===== config.mk =====
export PLATFORM = sky130hd
export DESIGN_NAME = regread_stage
export DESIGN_NICKNAME = d
export VERILOG_FILES = /design/src/rtl/regread_stage_pkg.sv /design/src/rtl/regread_stage_rf_scoreboard.sv /design/src/rtl/regread_stage.sv
export SDC_FILE = /design/constraint.sdc
export NUM_CORES = 1
export LEC_CHECK = 0
export BUFFER_PORTS_ARGS = -buffer_cell sky130_fd_sc_hd__buf_2
export CORE_MARGIN = 5
export CORE_UTILIZATION = 55
export CTS_BUF_LIST = sky130_fd_sc_hd__clkbuf_4
export CTS_CLUSTER_DIAMETER = 50
export CTS_CLUSTER_SIZE = 40
export DETAILED_ROUTE_END_ITERATION = 16
export PLACE_DENSITY = 0.89
export SETUP_SLACK_MARGIN = 0.2
export SYNTH_ARGS = -nofsm -noshare
export SYNTH_HDL_FRONTEND = slang
export SYNTH_SLANG_ARGS = --single-unit

===== constraint.sdc =====
create_clock -name clk -period 4.4 [get_ports clk]
set_clock_uncertainty 0.2 [all_clocks]
set_input_delay 0.88 -clock clk [delete_from_list [all_inputs] [get_ports clk]]
set_output_delay 0.88 -clock clk [all_outputs]
set_load 0.05 [all_outputs]

===== src/rtl/regread_stage_pkg.sv =====
// Shared constants and types for the operand-fetch stage and its decode/execute neighbours.
package regread_stage_pkg;
  localparam int XLEN      = 32;
  localparam int NREGS     = 32;
  localparam int REG_IDX_W = 5;
  localparam int CTRL_W    = 16;

  typedef logic [REG_IDX_W-1:0] reg_idx_t;
  typedef logic [CTRL_W-1:0]    ctrl_t;
  typedef logic [NREGS-1:0]     reg_mask_t;

  // One-hot register mask; x0 never appears in it.
  function automatic reg_mask_t idx_onehot(input reg_idx_t idx);
    reg_mask_t m;
    m      = '0;
    m[idx] = 1'b1;
    m[0]   = 1'b0;
    return m;
  endfunction

  function automatic logic wb_hits(input logic wen, input reg_idx_t waddr, input reg_idx_t idx);
    return wen && (waddr == idx) && (idx != '0);
  endfunction
endpackage


===== src/rtl/regread_stage_rf_scoreboard.sv =====
// Pending-write mask for in-flight destinations, with two source taps and one WAW tap.
module rf_scoreboard
  import regread_stage_pkg::*;
(
  input  logic                 clk,
  input  logic                 reset_n,
  input  logic                 set_en,
  input  logic [REG_IDX_W-1:0] set_idx,
  input  logic                 clr_en,
  input  logic [REG_IDX_W-1:0] clr_idx,
  input  logic [REG_IDX_W-1:0] rd_idx0,
  input  logic [REG_IDX_W-1:0] rd_idx1,
  input  logic [REG_IDX_W-1:0] waw_idx,
  output logic                 pend0,
  output logic                 pend1,
  output logic                 pend_waw
);
  reg_mask_t pending_r;
  reg_mask_t set_mask_s;
  reg_mask_t clr_mask_s;
  reg_mask_t pending_nxt_s;

  // Next mask: clear first so a same-cycle set of the same bit wins.
  always_comb begin
    set_mask_s    = '0;
    clr_mask_s    = '0;
    if (set_en) begin
      set_mask_s = idx_onehot(set_idx);
    end else begin
      set_mask_s = '0;
    end
    if (clr_en) begin
      clr_mask_s = idx_onehot(clr_idx);
    end else begin
      clr_mask_s = '0;
    end
    pending_nxt_s = (pending_r & ~clr_mask_s) | set_mask_s;
  end

  // Pending mask register.
  always_ff @(posedge clk or negedge reset_n) begin
    if (!reset_n) begin
      pending_r <= '0;
    end else begin
      pending_r <= pending_nxt_s;
    end
  end

  assign pend0    = pending_r[rd_idx0];
  assign pend1    = pending_r[rd_idx1];
  assign pend_waw = pending_r[waw_idx];
endmodule


===== src/rtl/regread_stage.sv =====
// Operand-fetch stage: regfile read, same-cycle writeback forwarding, RAW/WAW stall,
// and a registered operand bundle toward execute over valid/ready.
module regread_stage
  import regread_stage_pkg::*;
(
  input  logic                 clk,
  input  logic                 reset_n,
  input  logic                 in_val,
  output logic                 in_rdy,
  input  logic [REG_IDX_W-1:0] in_rs1,
  input  logic [REG_IDX_W-1:0] in_rs2,
  input  logic                 in_use_rs1,
  input  logic                 in_use_rs2,
  input  logic [REG_IDX_W-1:0] in_rd,
  input  logic                 in_rd_wen,
  input  logic [CTRL_W-1:0]    in_ctrl,
  output logic [REG_IDX_W-1:0] rf_raddr0,
  output logic [REG_IDX_W-1:0] rf_raddr1,
  input  logic [XLEN-1:0]      rf_rdata0,
  input  logic [XLEN-1:0]      rf_rdata1,
  input  logic                 wb_wen,
  input  logic [REG_IDX_W-1:0] wb_waddr,
  input  logic [XLEN-1:0]      wb_wdata,
  input  logic                 squash,
  output logic                 out_val,
  input  logic                 out_rdy,
  output logic [XLEN-1:0]      out_op0,
  output logic [XLEN-1:0]      out_op1,
  output logic [REG_IDX_W-1:0] out_rd,
  output logic                 out_rd_wen,
  output logic [CTRL_W-1:0]    out_ctrl
);
  logic                 out_val_r;
  logic [XLEN-1:0]      op0_r;
  logic [XLEN-1:0]      op1_r;
  logic [REG_IDX_W-1:0] rd_r;
  logic                 rd_wen_r;
  ctrl_t                ctrl_r;

  logic                 fwd0_s, fwd1_s, fwd_rd_s;
  logic [XLEN-1:0]      op0_s, op1_s;
  logic                 pend0_s, pend1_s, pend_waw_s;
  logic                 held_rs1_s, held_rs2_s, held_rd_s;
  logic                 raw0_s, raw1_s, waw_s, hazard_s;
  logic                 in_rdy_s, in_fire_s, out_fire_s, sb_set_s;

  rf_scoreboard u_sb (
    .clk      (clk),
    .reset_n  (reset_n),
    .set_en   (sb_set_s),
    .set_idx  (rd_r),
    .clr_en   (wb_wen),
    .clr_idx  (wb_waddr),
    .rd_idx0  (in_rs1),
    .rd_idx1  (in_rs2),
    .waw_idx  (in_rd),
    .pend0    (pend0_s),
    .pend1    (pend1_s),
    .pend_waw (pend_waw_s)
  );

  assign rf_raddr0 = in_rs1;
  assign rf_raddr1 = in_rs2;

  // Writeback forwarding: the regfile does not bypass, so a same-cycle write is muxed in here.
  always_comb begin
    fwd0_s   = wb_hits(wb_wen, wb_waddr, in_rs1);
    fwd1_s   = wb_hits(wb_wen, wb_waddr, in_rs2);
    fwd_rd_s = wb_hits(wb_wen, wb_waddr, in_rd);
    op0_s    = fwd0_s ? wb_wdata : rf_rdata0;
    op1_s    = fwd1_s ? wb_wdata : rf_rdata1;
  end

  // Hazards: the held entry is not yet in the mask, so its rd is compared directly.
  always_comb begin
    held_rs1_s = out_val_r && rd_wen_r && (rd_r == in_rs1);
    held_rs2_s = out_val_r && rd_wen_r && (rd_r == in_rs2);
    held_rd_s  = out_val_r && rd_wen_r && (rd_r == in_rd);
    raw0_s     = in_use_rs1 && (in_rs1 != '0) && ((pend0_s && !fwd0_s) || held_rs1_s);
    raw1_s     = in_use_rs2 && (in_rs2 != '0) && ((pend1_s && !fwd1_s) || held_rs2_s);
    waw_s      = in_rd_wen && (in_rd != '0) && ((pend_waw_s && !fwd_rd_s) || held_rd_s);
    hazard_s   = raw0_s || raw1_s || waw_s;
    in_rdy_s   = reset_n && !hazard_s && !squash && (!out_val_r || out_rdy);
    in_fire_s  = in_val && in_rdy_s;
    out_fire_s = out_val_r && out_rdy;
    sb_set_s   = out_fire_s && !squash && rd_wen_r && (rd_r != '0);
  end

  // Operand bundle register: squash kills, input fire loads, output fire drains, else hold.
  always_ff @(posedge clk or negedge reset_n) begin
    if (!reset_n) begin
      out_val_r <= 1'b0;
      op0_r     <= '0;
      op1_r     <= '0;
      rd_r      <= '0;
      rd_wen_r  <= 1'b0;
      ctrl_r    <= '0;
    end else if (squash) begin
      out_val_r <= 1'b0;
    end else if (in_fire_s) begin
      out_val_r <= 1'b1;
      op0_r     <= op0_s;
      op1_r     <= op1_s;
      rd_r      <= in_rd;
      rd_wen_r  <= in_rd_wen;
      ctrl_r    <= in_ctrl;
    end else if (out_fire_s) begin
      out_val_r <= 1'b0;
    end else begin
      out_val_r <= out_val_r;
    end
  end

  assign in_rdy     = in_rdy_s;
  assign out_val    = out_val_r;
  assign out_op0    = op0_r;
  assign out_op1    = op1_r;
  assign out_rd     = rd_r;
  assign out_rd_wen = rd_wen_r;
  assign out_ctrl   = ctrl_r;
endmodule


# After elaboration in Yosys (flattened, before gate mapping)
# Cells that the tools add are included.
dict set report word_totals {
  regBits 119
  elab_cells 88
  inputBits 141
}
dict set report classes {
  n_eq_ne 6
  muxes 17
  n_reduce_logical 47
  n_bitwise 4
  n_lt_le_gt_ge 7
}
# operator count
set op_table {}
lappend op_table {{$mux 32} 4}
lappend op_table {{$and 32x32->32} 1}
lappend op_table {{$not 32->32} 1}
lappend op_table {{$or 32x32->32} 1}
lappend op_table {{$eq 5x5->1} 6}
lappend op_table {{$lt 5x6->1 const B} 5}
lappend op_table {{$logic_and 1x1->1} 29}
lappend op_table {{$reduce_bool 5->1} 4}
lappend op_table {{$bmux 1 s5} 3}
lappend op_table {{$demux 1 s5} 2}
lappend op_table {{$ge 5x1->1 const B} 2}
lappend op_table {{$mux 1} 8}
lappend op_table {{$logic_not 1->1} 6}
lappend op_table {{$logic_or 1x1->1} 6}
lappend op_table {{$reduce_bool 3->1} 1}
lappend op_table {{$reduce_and 2->1} 1}
lappend op_table {{$not 1->1} 1}

# Logic depth before layout (Yosys ltp)
dict set report logic_depth {
  word_depth 16
  ltp_mapped 12
}

# Cells and area by module
# From an unflattened synthesis, not the netlist that was laid out.
dict set report unflattened {
  hier_cells 562
  hier_area_um2 6809.0
}
# mod n_inst area_per_inst_um2 cells_each
set by_module_without_submodules {}
lappend by_module_without_submodules {regread_stage 1 4634.4 333}
lappend by_module_without_submodules {rf_scoreboard 1 2174.6 229}

# Worst setup path after synthesis
# No wires, ideal clock.
dict set report synth_timing {
  kind {input -> output}
  start {in in_rs2[1]}
  end {out in_rdy}
  slack_ns 0.365
  n_path_buf 1
  cell_stages 8
  arrival_ns 2.955
  cell_sequence {buf_4 > or4_4 > nor2_4 > nor3_1 > or4_1 > nor3_2 > nand2_1 > nor2_1}
}
dict set report synth_between {
  elab_chain_cells 13
  elab_cells_between_ends 19
  classes_between {eq/ne (2); mux (2); reduce/logical (15)}
}
# item line
set synth_rtl {}
lappend synth_rtl {{start: declaration} regread_stage.sv:11} ;# input logic [REG_IDX_W-1:0] in_rs2,
lappend synth_rtl {{parallel branches: the longest is 6 deep, another holds $bmux 1 s5} --}
lappend synth_rtl {{$logic_and 1x1->1 *} regread_stage.sv:80} ;# raw1_s = in_use_rs2 && (in_rs2 != '0) && ((pend1_s && !fwd1_s) || held_rs2_s);
lappend synth_rtl {{$logic_or 1x1->1 * (2 in series)} regread_stage.sv:82} ;# hazard_s = raw0_s || raw1_s || waw_s;
lappend synth_rtl {{$logic_not 1->1 *} regread_stage.sv:83} ;# in_rdy_s = reset_n && !hazard_s && !squash && (!out_val_r || out_rdy);
lappend synth_rtl {{$logic_and 1x1->1 * (3 in series)} regread_stage.sv:83}
lappend synth_rtl {{end: declaration} regread_stage.sv:9} ;# output logic in_rdy,
# Mark *: on every way between the ends. The select of a mux whose other input is x is not followed.

# Worst setup path after layout
dict set report layout_timing {
  start {in in_rd[1]}
  end {out in_rdy}
}
dict set report layout_between {
  elab_chain_cells 12
  elab_cells_between_ends 18
  classes_between {eq/ne (2); mux (2); reduce/logical (14)}
}
# item line
set layout_rtl {}
lappend layout_rtl {{start: declaration} regread_stage.sv:14} ;# input logic [REG_IDX_W-1:0] in_rd,
lappend layout_rtl {{parallel branches: the longest is 6 deep, another holds $bmux 1 s5} --}
lappend layout_rtl {{$logic_and 1x1->1 *} regread_stage.sv:81} ;# waw_s = in_rd_wen && (in_rd != '0) && ((pend_waw_s && !fwd_rd_s) || held_rd_s);
lappend layout_rtl {{$logic_or 1x1->1 *} regread_stage.sv:82}
lappend layout_rtl {{$logic_not 1->1 *} regread_stage.sv:83}
lappend layout_rtl {{$logic_and 1x1->1 * (3 in series)} regread_stage.sv:83}
# Marked as above.

==> summary.md <==
| Metric | Value |
|---|---|
| Largest net degree at the start of global routing | `70` |
| Least-Margin Pin Slew | `917.9 ps` |
| Post-synth top area cell | `dfrtp_1` |
| Root Buffer | `clkbuf_4` |
| Design Area, Final | `8352 um2` |
| Avg Cell Area, Syn | `12.63 um2` |
| Flop2flop setup slack | `1380 ps` |
| Post-Syn Nets | `684` |
| Postcts setup bufs | `0` |
| Die width | `121.7 um` |
| Vias in the first global route | `6068` |
| Placement row count | `40` |
| DR vias | `5648` |
| Simple-gate share of the synthesized area | `7.044%` |
| TritonCTS buffer count | `17` |
| Setup crit start kind | `primary input` |
| H-Tree Depth | `4` |
| WP buf/inv | `2` |
| CTS Hold Bufs | `0` |
| Rel. slew slack | `38.81%` |
| Cell Area, Placed | `8039 um2` |
| Max Freq | `248.8 MHz` |
| Final Hold Viols | `0` |
| Initial antenna violation count | `3` |
| CP max FO | `11` |
| Sinks on the clock net | `118` |
| Prevailing post-synth register cell | `dfrtp_1` |
| Drt first pass iters | `5` |
| # port buffers | `238` |
| Clock latency on the worst-skew pair | `540 ps` |
| Worst-case clock buffer depth | `2` |
| Final hold slack | `284.0 ps` |
| Critical path class | `in -> out` |
| Initial Utilization | `56.61%` |
| Initial DRC count | `456` |
| GRT overflow | `0` |
| YS warnings | `0` |
| Die Y | `121.7 um` |
| Yosys cell types | `46` |
| DR DRC count | `0` |
| Routed vias/inst | `5.989` |
| CP dominant cell by count | `buf_2` |
| Mapped Cells | `543` |
| Final Setup Violations | `0` |
| Status | `complete, no violations` |
| Area share of the largest cell type after synthesis | `43.07%` |
| Total GRT Usage | `29.40%` |
| Setup crit end kind | `output pin` |
| Final WL | `21770 um` |
| Die area | `14800 um2` |
| Layout cell share with drive strength beyond 1 | `59.17%` |
| Data required, critical path | `3320 ps` |
| Mux share of post-synthesis cell area | `34.16%` |
| Critical-path cell list | `buf_2, or2_1, o41ai_2, nor4_1, or4_1, nor3_2, nand2_1, nor2_1, buf_2` |
| Post-Synth XOR/XNOR Area | `3.832%` |
| Peak supply drop | `0.0003883 V` |
| Leading cell types by count after synthesis | `123 x mux2_2, 118 x dfrtp_1, 64 x o21ai_0` |
| Post-DRT Antenna Nets | `0` |
| Final net count | `902` |
| Clk slew on worst S/H paths | `100 ps` |
| First-pass GRT wire length | `32980 um` |
| Top delay family on crit path | `simple AND/OR/NAND/NOR gates` |
| Tightest Hold Check Type | `in -> async` |
| Final cycle utilization of the critical path | `91.36%` |
| CTS tree | `built` |
| I/O pins | `239` |
| Layout area overhead | `21.81%` |
| Post-synth EDFFs | `0` |
| Post-CTS sizing | `0` |
| Largest family of logic cells by synthesized area | `multiplexers` |
| GP Congestion | `1.014` |
| Worst Reg2Reg Path Length in Cells | `8` |
| Setup TNS | `0 ps` |
| Mapped cell area | `6857 um2` |
| P_leak | `3.790 nW` |
| RSZ-0062 raised after global routing | `false` |
| Max Cap Violations | `0` |
| Setup Slack @ Placement | `399.9 ps` |
| Dpl hpwl | `16340 um` |
| Core area | `12110 um2` |
| Crit path largest cell delay | `560 ps` |
| Power Total | `0.004263 W` |
| Cell Pwr Density | `510.5 nW/um2` |
| Slew Viols, Final | `0` |
| Worst r2r src | `out_rd[0]` |
| Most common cell in the netlist | `mux2_2` |
| Synthesis-stage register bit count | `118` |
| Fin crit period | `4020 ps` |
| Reg-to-Reg End | `out_op1[12]` |
| Synth area leaders | `dfrtp_1 43%, mux2_2 20%, mux2_4 6.4%` |
| Ys async rst share | `100.0%` |
| Worst Path Arrival | `2940 ps` |
| Wirelength per Cell | `23.09 um` |
| Synth Area in Compound Gates | `6.898%` |
| Critical path's slowest cell | `or4_1` |
| Synth Area in Adders | `0%` |
| Fin worst setup slack | `380.3 ps` |
| Seq/Total Area, Yosys | `43.07%` |
==> cells in the final DEF (no fill, tap or decap), types with 2 or more instances in the layout <==
cell type,n
nor3_2,2
or2_1,2
or3b_2,4
or3_1,2
nor2_1,7
mux4_2,14
a31oi_1,2
nand2_1,11
mux2_2,123
a21oi_1,4
mux2i_1,18
buf_12,2
inv_6,2
nor4_1,4
o21ai_0,64
nor3b_1,2
clkinv_4,5
dfrtp_1,118
buf_2,237
xnor2_1,23
nand4_1,8
bufinv_16,3
nor2b_1,2
buf_4,9
nor3_1,2
clkinvlp_4,2
nand3b_1,11
xor2_1,7
a211oi_1,2
o22ai_1,6
nand3_1,4
or4_1,2
nand2b_1,6
clkbuf_4,18
mux2_4,29
==> through the flow <==
stage          util [%]  instances
6_report          68.96        943
5_1_grt           68.96        943
2_1_floorplan         -        543
3_5_place_dp      66.37        910
4_1_cts           68.94        942
3_3_place_gp      66.37        910
==> layout make-up <==
cell class	count	area [um2]
fillers	917	3760
multi-input cells	375	3578
flip-flops and latches	118	2953
repair buffers	248	1294
well taps	168	210.2
clock inverters	14	175.2
clock buffers	18	135.1
inverters	1	3.754
diodes	1	2.502
==> per-layer routing <==
| layer | part of all wire [%] | routed length (um) | GRT usage [%] | vias to the layer above |
|---|---|---|---|---|
| met5 | 0.17 | 38 | 0 | - |
| met2 | 49 | 10680 | 47.91 | 360 |
| met4 | 3.8 | 827 | 14.36 | 4 |
| met3 | 8.8 | 1920 | 7.660 | 76 |
| met1 | 38 | 8300 | 36.46 | 2766 |
| li1 | - | - | - | 2442 |
==> flip-flops by register name, summed over array words and instances (netlist names) <==
register / flops
out_op1: 32
out_op0: 32
out_ctrl: 16
out_rd_wen: 1
out_val: 1
u_sb.pending_r: 31
out_rd: 5
==> power by group <==
part / internal (W) / switching, W
registers: 0.00134 / 0.000189
logic: 0.000575 / 0.00131
clock network: 0.000404 / 0.000450
total: 0.00232 / 0.00195
==> cell families (layout without fill, tap and decap cells) <==
group / after synthesis / after routing
simple gates: 75 / 75
compound gates: 85 / 85
other cells: 0 / 1
xor+xnor: 30 / 30
buf+inv: 50 / 281
mux: 185 / 185
flops: 118 / 118
==> how the worst max path moves through the flow <==
stage	end	slack, ps	start	cells past startpoint
final	in_rdy	380	in_rd[1]	9
after floorplan	in_rdy	370	in_rs2[1]	8
after global routing	in_rdy	210	in_rd[1]	9
after global placement	in_rdy	410	in_rd[1]	9
after detailed placement	in_rdy	400	in_rd[1]	9
after CTS	in_rdy	400	in_rd[1]	9
Note: power is estimated with default switching activity, not from simulation.
